**src/rtl/pcm_feed_pkg.sv**
```systemverilog
// Shared types and default widths for the PCM FIFO feed controller.
package pcm_feed_pkg;

  typedef enum logic [1:0] {
    ST_IDLE = 2'd0,
    ST_REQ  = 2'd1,
    ST_PUSH = 2'd2,
    ST_DONE = 2'd3
  } state_e;

  localparam int ADDR_W_DEF = 17;
  localparam int LEN_W_DEF  = 16;

endpackage

```
**src/rtl/pcm_feed_ctrl.sv**
```systemverilog
// PCM FIFO write-port sequencer: host writes take priority over a VRAM streaming engine.
// Build option PCM_FEED_LOOP_EN adds stream_loop (auto-restart of the stream).
module pcm_feed_ctrl
  import pcm_feed_pkg::*;
#(
  parameter int ADDR_W = ADDR_W_DEF,
  parameter int LEN_W  = LEN_W_DEF
) (
  input  logic              clk,
  input  logic              rst,
  input  logic [7:0]        host_wrdata,
  input  logic              host_write,
  input  logic              host_fifo_reset,
  input  logic              stream_start,
  input  logic [ADDR_W-1:0] stream_addr,
  input  logic [LEN_W-1:0]  stream_len,
`ifdef PCM_FEED_LOOP_EN
  input  logic              stream_loop,
`endif
  input  logic              stream_abort,
  output logic              stream_busy,
  output logic              stream_done,
  output logic              vram_req,
  output logic [ADDR_W-1:0] vram_addr,
  input  logic              vram_ack,
  input  logic [7:0]        vram_rddata,
  output logic [7:0]        fifo_wrdata,
  output logic              fifo_write,
  output logic              fifo_reset,
  input  logic              fifo_full,
  input  logic              fifo_almost_empty,
  output logic              overflow,
  output logic              irq_aflow
);

  localparam logic [ADDR_W-1:0] ADDR_ZERO = {ADDR_W{1'b0}};
  localparam logic [ADDR_W-1:0] ADDR_ONE  = ADDR_W'(1'b1);
  localparam logic [LEN_W-1:0]  LEN_ZERO  = {LEN_W{1'b0}};
  localparam logic [LEN_W-1:0]  LEN_ONE   = LEN_W'(1'b1);

  state_e            state_r, state_nxt_s;
  logic [ADDR_W-1:0] addr_r, addr_nxt_s;
  logic [LEN_W-1:0]  cnt_r, cnt_nxt_s;
  logic [7:0]        byte_r, byte_nxt_s;
  logic              push_s, done_nxt_s;
  logic              abort_s, host_ok_s, host_ovf_s;
  logic              busy_r, done_r, req_r, fwr_r, frst_r, ovf_r, irq_r;
  logic [ADDR_W-1:0] vaddr_r;
  logic [7:0]        fdata_r;

`ifdef PCM_FEED_LOOP_EN
  logic              loop_r;
  logic [ADDR_W-1:0] base_addr_r;
  logic [LEN_W-1:0]  base_len_r;
`endif

  // A FIFO reset also kills the stream; a host write in that cycle is silently dropped.
  assign abort_s    = stream_abort | host_fifo_reset;
  assign host_ok_s  = host_write & ~host_fifo_reset & ~fifo_full;
  assign host_ovf_s = host_write & ~host_fifo_reset & fifo_full;

  // Stream engine next-state, datapath updates and stream push arbitration.
  always_comb begin
    state_nxt_s = state_r;
    addr_nxt_s  = addr_r;
    cnt_nxt_s   = cnt_r;
    byte_nxt_s  = byte_r;
    push_s      = 1'b0;
    done_nxt_s  = 1'b0;
    if (abort_s) begin
      state_nxt_s = ST_IDLE;
    end else begin
      case (state_r)
        ST_IDLE: begin
          if (stream_start) begin
            addr_nxt_s = stream_addr;
            cnt_nxt_s  = stream_len;
            if (stream_len != LEN_ZERO) begin
              state_nxt_s = ST_REQ;
            end else begin
              done_nxt_s = 1'b1;
            end
          end else begin
            state_nxt_s = ST_IDLE;
          end
        end
        ST_REQ: begin
          if (vram_ack) begin
            byte_nxt_s  = vram_rddata;
            state_nxt_s = ST_PUSH;
          end else begin
            state_nxt_s = ST_REQ;
          end
        end
        ST_PUSH: begin
          // The host owns the FIFO port whenever it writes, even if that write is dropped.
          if (!fifo_full && !host_write) begin
            push_s      = 1'b1;
            addr_nxt_s  = addr_r + ADDR_ONE;
            cnt_nxt_s   = cnt_r - LEN_ONE;
            state_nxt_s = (cnt_r == LEN_ONE) ? ST_DONE : ST_REQ;
          end else begin
            state_nxt_s = ST_PUSH;
          end
        end
        ST_DONE: begin
          done_nxt_s = 1'b1;
`ifdef PCM_FEED_LOOP_EN
          if (loop_r) begin
            addr_nxt_s  = base_addr_r;
            cnt_nxt_s   = base_len_r;
            state_nxt_s = ST_REQ;
          end else begin
            state_nxt_s = ST_IDLE;
          end
`else
          state_nxt_s = ST_IDLE;
`endif
        end
        default: begin
          state_nxt_s = ST_IDLE;
        end
      endcase
    end
  end

  // State, datapath and registered outputs.
  always_ff @(posedge clk or posedge rst) begin
    if (rst) begin
      state_r <= ST_IDLE;
      addr_r  <= ADDR_ZERO;
      cnt_r   <= LEN_ZERO;
      byte_r  <= 8'h00;
      busy_r  <= 1'b0;
      done_r  <= 1'b0;
      req_r   <= 1'b0;
      vaddr_r <= ADDR_ZERO;
      fwr_r   <= 1'b0;
      fdata_r <= 8'h00;
      frst_r  <= 1'b0;
      ovf_r   <= 1'b0;
      irq_r   <= 1'b0;
    end else begin
      state_r <= state_nxt_s;
      addr_r  <= addr_nxt_s;
      cnt_r   <= cnt_nxt_s;
      byte_r  <= byte_nxt_s;
      busy_r  <= (state_nxt_s != ST_IDLE);
      done_r  <= done_nxt_s;
      req_r   <= (state_nxt_s == ST_REQ);
      vaddr_r <= addr_nxt_s;
      fwr_r   <= host_ok_s | push_s;
      if (host_ok_s) begin
        fdata_r <= host_wrdata;
      end else if (push_s) begin
        fdata_r <= byte_r;
      end else begin
        fdata_r <= fdata_r;
      end
      frst_r <= host_fifo_reset;
      if (host_fifo_reset) begin
        ovf_r <= 1'b0;
      end else if (host_ovf_s) begin
        ovf_r <= 1'b1;
      end else begin
        ovf_r <= ovf_r;
      end
      irq_r <= fifo_almost_empty & (state_nxt_s == ST_IDLE);
    end
  end

`ifdef PCM_FEED_LOOP_EN
  // Loop mode and restart parameters are captured only when a stream is accepted.
  always_ff @(posedge clk or posedge rst) begin
    if (rst) begin
      loop_r      <= 1'b0;
      base_addr_r <= ADDR_ZERO;
      base_len_r  <= LEN_ZERO;
    end else if (state_r == ST_IDLE && stream_start && !abort_s) begin
      loop_r      <= stream_loop;
      base_addr_r <= stream_addr;
      base_len_r  <= stream_len;
    end else begin
      loop_r      <= loop_r;
      base_addr_r <= base_addr_r;
      base_len_r  <= base_len_r;
    end
  end
`endif

  assign stream_busy = busy_r;
  assign stream_done = done_r;
  assign vram_req    = req_r;
  assign vram_addr   = vaddr_r;
  assign fifo_write  = fwr_r;
  assign fifo_wrdata = fdata_r;
  assign fifo_reset  = frst_r;
  assign overflow    = ovf_r;
  assign irq_aflow   = irq_r;

endmodule

```
**config.mk**
```make
export PLATFORM = sky130hd
export DESIGN_NAME = pcm_feed_ctrl
export DESIGN_NICKNAME = d
export VERILOG_FILES = /design/src/rtl/pcm_feed_pkg.sv /design/src/rtl/pcm_feed_ctrl.sv
export SDC_FILE = /design/constraint.sdc
export NUM_CORES = 1
export LEC_CHECK = 0
export BUFFER_PORTS_ARGS = -buffer_cell sky130_fd_sc_hd__buf_2
export CAP_MARGIN = 40
export CELL_PAD_IN_SITES_DETAIL_PLACEMENT = 0
export CELL_PAD_IN_SITES_GLOBAL_PLACEMENT = 1
export CORE_ASPECT_RATIO = 0.5
export CORE_MARGIN = 4
export CORE_UTILIZATION = 40
export CTS_BUF_LIST = sky130_fd_sc_hd__clkbuf_8
export CTS_CLUSTER_DIAMETER = 200
export DETAILED_ROUTE_END_ITERATION = 7
export GPL_ROUTABILITY_DRIVEN = 0
export PLACE_DENSITY = 0.88
export SETUP_SLACK_MARGIN = 0.4
export SLEW_MARGIN = 20
export SYNTH_ARGS = -nofsm -noshare
export SYNTH_HDL_FRONTEND = slang
export SYNTH_SLANG_ARGS = --single-unit
```
**constraint.sdc**
```tcl
create_clock -name clk -period 2.3 [get_ports clk]
set_input_delay 0.23 -clock clk [delete_from_list [all_inputs] [get_ports clk]]
set_output_delay 0.23 -clock clk [all_outputs]
set_load 0.05 [all_outputs]
```
==> results.toml, run 1 <==
[global_routing]
grt_start_max_net_pins = 28
gr-total-overflow = 0
vias_in_the_first_global_route = 2981
grt_pass1_wl_um = 14510
antenna_found_initial = 0
grt_util_all_layers_pct = 19.08

[synthesis]
synth_seq_area_share_pct = 45.53
synth.ff_latch_count = 58
postSynth.asyncResetShare_pct = 100.0
synth_net_count = 416
postSynthCellCount = 351
synthesis.area_per_instance_um2 = 9.083
synth_warnings = 0
synth.lib_cells_used.distinct = 51
synth_area_um2 = 3188
synth_flop_cell = "sky130_fd_sc_hd__dfrtp_1"
number_of_enable_flip_flop_cells_after_synthesis = 0

[pwr]
power-per-cell-area_nw_per_um2 = 776.0
power_switching_share_pct = 38.49
int_pwr_mw = 1.987
sequentialPowerShare_pct = 43.9
p_switching_mw = 1.243
worst_ir_drop_vdd_mv = 0.3927
share_comb_of_total_power_pct = 29.1
leakagePower_nw = 1.809
p_clk_share_pct = 27.0

[timing]
setup_violations = 0
timing.clock.skew_ns = 0.01215
report.final.slew_viol_count = 0
tightestPinTransition_ns = 0.6036
setup_tns_ns = 0
fmax_mhz = 528.5
timing_hold_violations_final = 0
rsz_0062_raised_after_global_routing = "yes"
min_period_over_period_pct = 82.27
worst_slew_margin_pct = 59.70
period_minus_slack_ns = 1.892

[clock_tree]
clock-sinks = 58
root_buffer = "sky130_fd_sc_hd__clkbuf_8"
clk_path_buf_depth = 2
num_cts_buffers = 9
clk-insertion-delay-late_ns = 0.35
clock_tree_from_tritoncts = "yes"
number_of_h_tree_levels = 3
clk_transition_reported_paths_ns = 0.07

[final_layout]
final.fill_count = 739
design_area_um2 = 4163
post_layout_nonfiller_instances = 563
finish.utilization_pct = 55.19
drive_above_1_share_pct = 35.82
design.final.nets = 517
antenna_cells = 0
footprint_of_the_multi_input_gates_um2 = 1713
layout-area-overhead-vs-synth_pct = 30.57
area.sequential_um2 = 1455

[placed_design]
io_buffer_count = 89
dp_hpwl_um = 6144
place.detailed.instances = 538
place_area_um2 = 3761

[drt]
drc = 0
route.detailed.vias_per_inst = 5.456
detail_route.wl_per_cell_um = 16.34
drt_first_iter_violations = 127
detail-route-antenna-nets = 0
wirelength_um = 9197
firstDrtPassIters = 4
via_count = 3072

[floorplan]
die-area_um2 = 9549
core_region_area_um2 = 7542
boundaryPins = 90
placement_rows = 22
die_height_um = 71.13
die_span_in_x_um = 134.3
start_util_pct = 42.27

[run]
max_cap_viol_count = 0

[worst_setup_path]
largest_delay_share_family_worst_path = "simple AND/OR/NAND/NOR gates"
critPathArrivalTime_ns = 2.12
start_kind = "flop"
worst-setup-path-type = "flop to flop"
cp_cell_sequence = "or4_4 -> nor4_4 -> a41oi_2 -> a31oi_2 -> nor2b_1"
critical-path-max-stage-delay_ns = 0.60
setup.worst_path.end_class = "flop"
data_required_time_at_the_worst_endpoint_ns = 2.53
cp_slowest_cell = "sky130_fd_sc_hd__or4_4"
crit_buf_inv = 0
critPathMaxFanout = 5

[outcome]
outcome = "finished clean"

[min_path]
hold_class = "primary input to flop"
## synth_stat cells, types with 2 or more instances
master,instances,area [um^2]
sky130_fd_sc_hd__dfrtp_1,58,1451
sky130_fd_sc_hd__a21oi_1,38,190.2
sky130_fd_sc_hd__nand2_1,30,112.6
sky130_fd_sc_hd__nor2_1,26,97.59
sky130_fd_sc_hd__o22ai_1,25,156.4
sky130_fd_sc_hd__nand3_1,24,120.1
sky130_fd_sc_hd__o21ai_0,20,100.1
sky130_fd_sc_hd__nor3_1,11,55.05
sky130_fd_sc_hd__inv_1,10,37.54
sky130_fd_sc_hd__mux2_2,9,101.4
sky130_fd_sc_hd__clkbuf_1,8,30.03
sky130_fd_sc_hd__a2bb2oi_1,7,61.31
sky130_fd_sc_hd__and3_1,7,43.79
sky130_fd_sc_hd__ha_1,7,87.58
sky130_fd_sc_hd__nand4_1,6,37.54
sky130_fd_sc_hd__nor4_1,6,37.54
sky130_fd_sc_hd__buf_2,4,20.02
sky130_fd_sc_hd__mux2i_1,4,40.04
sky130_fd_sc_hd__a22oi_1,3,22.52
sky130_fd_sc_hd__a31oi_1,3,18.77
sky130_fd_sc_hd__nand2b_1,3,18.77
sky130_fd_sc_hd__or2_2,3,18.77
sky130_fd_sc_hd__a41oi_1,2,17.52
sky130_fd_sc_hd__and2_1,2,12.51
sky130_fd_sc_hd__buf_1,2,7.510
sky130_fd_sc_hd__buf_4,2,15.01
sky130_fd_sc_hd__clkbuf_8,2,27.53
sky130_fd_sc_hd__nor2b_1,2,12.51
sky130_fd_sc_hd__nor3b_1,2,15.01
sky130_fd_sc_hd__o221a_2,2,22.52
sky130_fd_sc_hd__o32ai_1,2,17.52
sky130_fd_sc_hd__or3_1,2,12.51
## layout make-up
type | count | area share, %
clock buffer | 12 | 3.968
clock inverter | 2 | 0.3006
inverter | 10 | 0.9017
multi-input combinational | 265 | 41.15
sequential | 58 | 34.96
tap | 108 | 3.246
timing repair buffer | 108 | 15.48
## cells in the final DEF, fill, tap and decap left out, types with 2 or more instances in the layout
cell                        count
sky130_fd_sc_hd__o32ai_1        2
sky130_fd_sc_hd__nor2_1        25
sky130_fd_sc_hd__or3_1          2
sky130_fd_sc_hd__inv_2          3
sky130_fd_sc_hd__clkbuf_8      12
sky130_fd_sc_hd__nand2b_1       2
sky130_fd_sc_hd__nand4_1        6
sky130_fd_sc_hd__buf_4         14
sky130_fd_sc_hd__nor2b_1        2
sky130_fd_sc_hd__ha_4           2
sky130_fd_sc_hd__mux2_2         8
sky130_fd_sc_hd__nor3_1         8
sky130_fd_sc_hd__dfrtp_1       55
sky130_fd_sc_hd__a22oi_1        3
sky130_fd_sc_hd__ha_1           5
sky130_fd_sc_hd__buf_12         2
sky130_fd_sc_hd__buf_2         89
sky130_fd_sc_hd__o221a_2        2
sky130_fd_sc_hd__o21ai_0       19
sky130_fd_sc_hd__nor4_1         6
sky130_fd_sc_hd__a31oi_1        2
sky130_fd_sc_hd__nand3_1       23
sky130_fd_sc_hd__o22ai_1       25
sky130_fd_sc_hd__and3_1         6
sky130_fd_sc_hd__a2bb2oi_1      7
sky130_fd_sc_hd__a21oi_1       38
sky130_fd_sc_hd__dfrtp_2        3
sky130_fd_sc_hd__inv_1          7
sky130_fd_sc_hd__nor3_2         3
sky130_fd_sc_hd__or2_2          2
sky130_fd_sc_hd__and2_1         2
sky130_fd_sc_hd__nor3b_1        2
sky130_fd_sc_hd__nand2_1       29
sky130_fd_sc_hd__mux2i_1        4
## sequential cells by signal, summed over array words and instances (netlist names)
name	cells
irq_aflow	1
fifo_reset	1
fifo_write	1
state_r	2
stream_busy	1
fifo_wrdata	8
cnt_r	16
vram_req	1
byte_r	8
overflow	1
vram_addr	17
stream_done	1
## power by group through the flow
| stage | sequential, mW | clock, mW | combinational [mW] |
|---|---|---|---|
| final | 1.42 | 0.872 | 0.940 |
| after detailed placement | 1.42 | 0 | 0.915 |
| after floorplan | 1.70 | 0 | 0.361 |
| after CTS | 1.41 | 0.897 | 0.923 |
| after global routing | 1.45 | 0.940 | 1.02 |
| after global placement | 1.42 | 0 | 0.902 |
## worst paths after layout
| check | depth (start not counted) | start | endpoint | slack [ns] |
|---|---|---|---|---|
| max in group asynchronous | 4 | rst | cnt_r[15] | 1.14 |
| min reg2reg | 2 | fifo_wrdata[1] | fifo_wrdata[1] | 0.49 |
| min in group asynchronous | 3 | rst | overflow | 0.50 |
| max | 5 | cnt_r[9] | irq_aflow | 0.41 |
| min | 1 | host_fifo_reset | fifo_reset | 0.06 |
| max reg2reg | 5 | cnt_r[9] | irq_aflow | 0.41 |
## per-layer routing
metal | vias to the layer above | GRT usage (%) | wire length [um] | part of all wire, %
met5 | - | 0 | 0 | 0
li1 | 1517 | - | - | -
met2 | 84 | 28.87 | 4124 | 45
met1 | 1460 | 26.06 | 4410 | 48
met4 | 0 | 6.659 | 118 | 1.3
met3 | 11 | 5.895 | 543 | 5.9
## logic make-up after synthesis
group	synth area share (%)
buf+inv	4.474
mux	4.435
compound gates	21.47
flops	45.53
simple gates	21.35
fa+ha+maj	2.747
## metrics by stage
stage | power (mW) | hold slack [ns] | setup WS, ns
final | 3.230 | 0.06220 | 0.4079
after floorplan | 2.062 | 0.2614 | 0.4071
after detailed placement | 2.337 | 0.3389 | 0.1503
after global routing | 3.412 | 0.04399 | 0.3198
after global placement | 2.320 | 0.3364 | 0.1651
after CTS | 3.229 | 0.04115 | 0.3700
## repair_timing
action	in CTS	in global routing
setup buffers	0	7
endpoints found under the hold margin	24	0
resized for setup	12	15
pin swaps	1	7
setup endpoints to repair	38	29
cloned	1	2
hold buffers	1	0
No activity file was read; power rests on OpenSTA's default activity.
==> run 2: changes to the inputs <==
--- a/config.mk
+++ b/config.mk
@@ -11,12 +11,12 @@
 export CELL_PAD_IN_SITES_GLOBAL_PLACEMENT = 1
 export CORE_ASPECT_RATIO = 0.5
 export CORE_MARGIN = 4
-export CORE_UTILIZATION = 40
+export CORE_UTILIZATION = 36
 export CTS_BUF_LIST = sky130_fd_sc_hd__clkbuf_8
 export CTS_CLUSTER_DIAMETER = 200
 export DETAILED_ROUTE_END_ITERATION = 7
 export GPL_ROUTABILITY_DRIVEN = 0
-export PLACE_DENSITY = 0.88
+export PLACE_DENSITY = 0.84
 export SETUP_SLACK_MARGIN = 0.4
 export SLEW_MARGIN = 20
 export SYNTH_ARGS = -nofsm -noshare
==> constraint.sdc (replaced) <==
create_clock -name clk -period 1.7 [get_ports clk]
set_input_delay 0.17 -clock clk [delete_from_list [all_inputs] [get_ports clk]]
set_output_delay 0.17 -clock clk [all_outputs]
set_load 0.05 [all_outputs]
==> run 2 against run 1 <==
  * The run now ends with setup timing left
  * Utilization is 6.0 points higher
  * Setup slack worse by 0.50 ns
  * Cell count is 10% higher
  * Clock skew is 0.0045 ns lower
  * Sequential share of layout area is 6.2 points lower
  * Die area is 10% higher
==> results.toml, run 2 (synthesized netlist as in run 1, its figures left out) <==
[outcome]
outcome = "finished with violations"
violations = "setup timing"

[timing]
finalWorstSetupSlack_ns = -0.08955
fmax_mhz = 558.8
report.final.slew_viol_count = 0
tightestPinTransition_ns = 0.5277
hold_ws_ns = 0.02411
setup_violations = 17
worst_slew_margin_pct = 64.75
period_minus_slack_ns = 1.790
rsz_0062_raised_after_global_routing = "yes"
min_period_over_period_pct = 105.3
timing.clock.skew_ns = 0.007656
timing_hold_violations_final = 0

[worst_setup_path]
data_required_time_at_the_worst_endpoint_ns = 1.99
setup.worst_path.end_class = "flop"
worst-setup-path-type = "flop to flop"
critPathArrivalTime_ns = 2.08
critPathMaxFanout = 5
r2r_setup_slack_ns = -0.09
start_kind = "flop"

[drt]
route.detailed.vias_per_inst = 5.329
detail_route.wl_per_cell_um = 16.51
met2_length_um = 4794
firstDrtPassIters = 4
drt_first_iter_violations = 158
wl_met1_um = 4626
highest_layer = "met4"
drc = 0
via_count = 3304
detail-route-antenna-nets = 0
met3RoutedLength_um = 679
wirelength_um = 10230

[final_layout]
finish.utilization_pct = 61.20
largest_register_ff_count = 17
layout-area-overhead-vs-synth_pct = 59.65
antenna_cells = 0
drive_above_1_share_pct = 55.12
design.final.nets = 568
most_common_cell_after_layout_fill_and_taps_aside = "sky130_fd_sc_hd__buf_2"
final.fill_count = 721
layout_common_cells = "sky130_fd_sc_hd__buf_2 (81), sky130_fd_sc_hd__dfrtp_1 (49), sky130_fd_sc_hd__buf_4 (46), sky130_fd_sc_hd__nand2_1 (26), sky130_fd_sc_hd__nor2_1 (25)"

[global_routing]
grt_util_all_layers_pct = 19.53
antenna_found_initial = 0
gr-total-overflow = 0
grt_pass1_wl_um = 16300
grt_start_max_net_pins = 31
vias_in_the_first_global_route = 3360

[clock_tree]
clock_tree_from_tritoncts = "yes"
clk_transition_reported_paths_ns = 0.08
clock-sinks = 58
root_buffer = "sky130_fd_sc_hd__clkbuf_8"
clk_path_buf_depth = 2
num_cts_buffers = 9
clk-insertion-delay-late_ns = 0.35
number_of_h_tree_levels = 3

[floorplan]
boundaryPins = 90
placement_rows = 23
start_util_pct = 38.33
die_span_in_x_um = 141.1
die_height_um = 74.54
core_region_area_um2 = 8317
die-area_um2 = 10520

[pwr]
worst_ir_drop_vdd_mv = 0.5342
power-per-cell-area_nw_per_um2 = 974.5
report.power.total_mw = 4.960
leakagePower_nw = 2.177

[run]
max_cap_viol_count = 0

[placed_design]
dp_hpwl_um = 6821
dp_worst_slack_ns = -0.09204
io_buffer_count = 89

[min_path]
hold_class = "primary input to flop"
## run 2: worst max-delay path: stages, from the launching register on
cell	delay, ns
sky130_fd_sc_hd__dfrtp_1	0.39
sky130_fd_sc_hd__inv_2	0.07
sky130_fd_sc_hd__ha_2	0.22
sky130_fd_sc_hd__or3b_4	0.42
sky130_fd_sc_hd__a21oi_2	0.17
sky130_fd_sc_hd__nor3_2	0.08
sky130_fd_sc_hd__nor2_1	0.19
sky130_fd_sc_hd__and3_1	0.19
## run 2: timing repair
item                                   CTS  global route
setup buffers                            6             3
hold buffers                             2             0
pin swaps                               24            15
endpoints found under the hold margin   19             0
setup endpoints to repair               58            63
gates resized for setup                 68            53
gates cloned                             5             3
## run 2: metrics by stage
| step | cells | cell area (um^2) | TNS, ns |
|---|---|---|---|
| 2_1_floorplan | 351 | 3374 | -1.882 |
| 3_3_place_gp | 585 | 4232 | -0.3343 |
| 3_5_place_dp | 585 | 4232 | -0.9483 |
| 4_1_cts | 614 | 4802 | -0.2892 |
| 5_1_grt | 620 | 5090 | -2.542 |
| 6_report | 620 | 5090 | -0.5456 |
## run 2: area by class of cell
type	count	area [um^2]	share of cell area (%)
flip-flops and latches	58	1463	28.74
clock buffers	9	123.9	2.434
multi-input cells	268	2118	41.62
well taps	112	140.1	2.753
clock inverters	7	78.83	1.549
inverters	10	41.29	0.8112
repair buffers	156	1125	22.10
## run 2: report_power, final
| part | switching, mW | internal (mW) |
|---|---|---|
| clock | 0.639 | 0.685 |
| combinational | 1.03 | 0.727 |
| sequential | 0.242 | 1.64 |
| total | 1.91 | 3.05 |
## run 2: path summary, 6_finish.rpt
path                       cells past startpoint             end       startpoint
min in group asynchronous                      3        cnt_r[9]              rst
min                                            2        overflow  host_fifo_reset
max in group asynchronous                      4   vram_addr[11]              rst
max                                            7        vram_req       state_r[0]
max reg2reg                                    7        vram_req       state_r[0]
min reg2reg                                    2  fifo_wrdata[1]   fifo_wrdata[1]
## run 2: routing by layer
layer | vias up | track usage (%)
met5 | - | 0
met4 | 0 | 4.941
met3 | 11 | 5.588
met2 | 96 | 31.63
met1 | 1579 | 26.20
li1 | 1618 | -
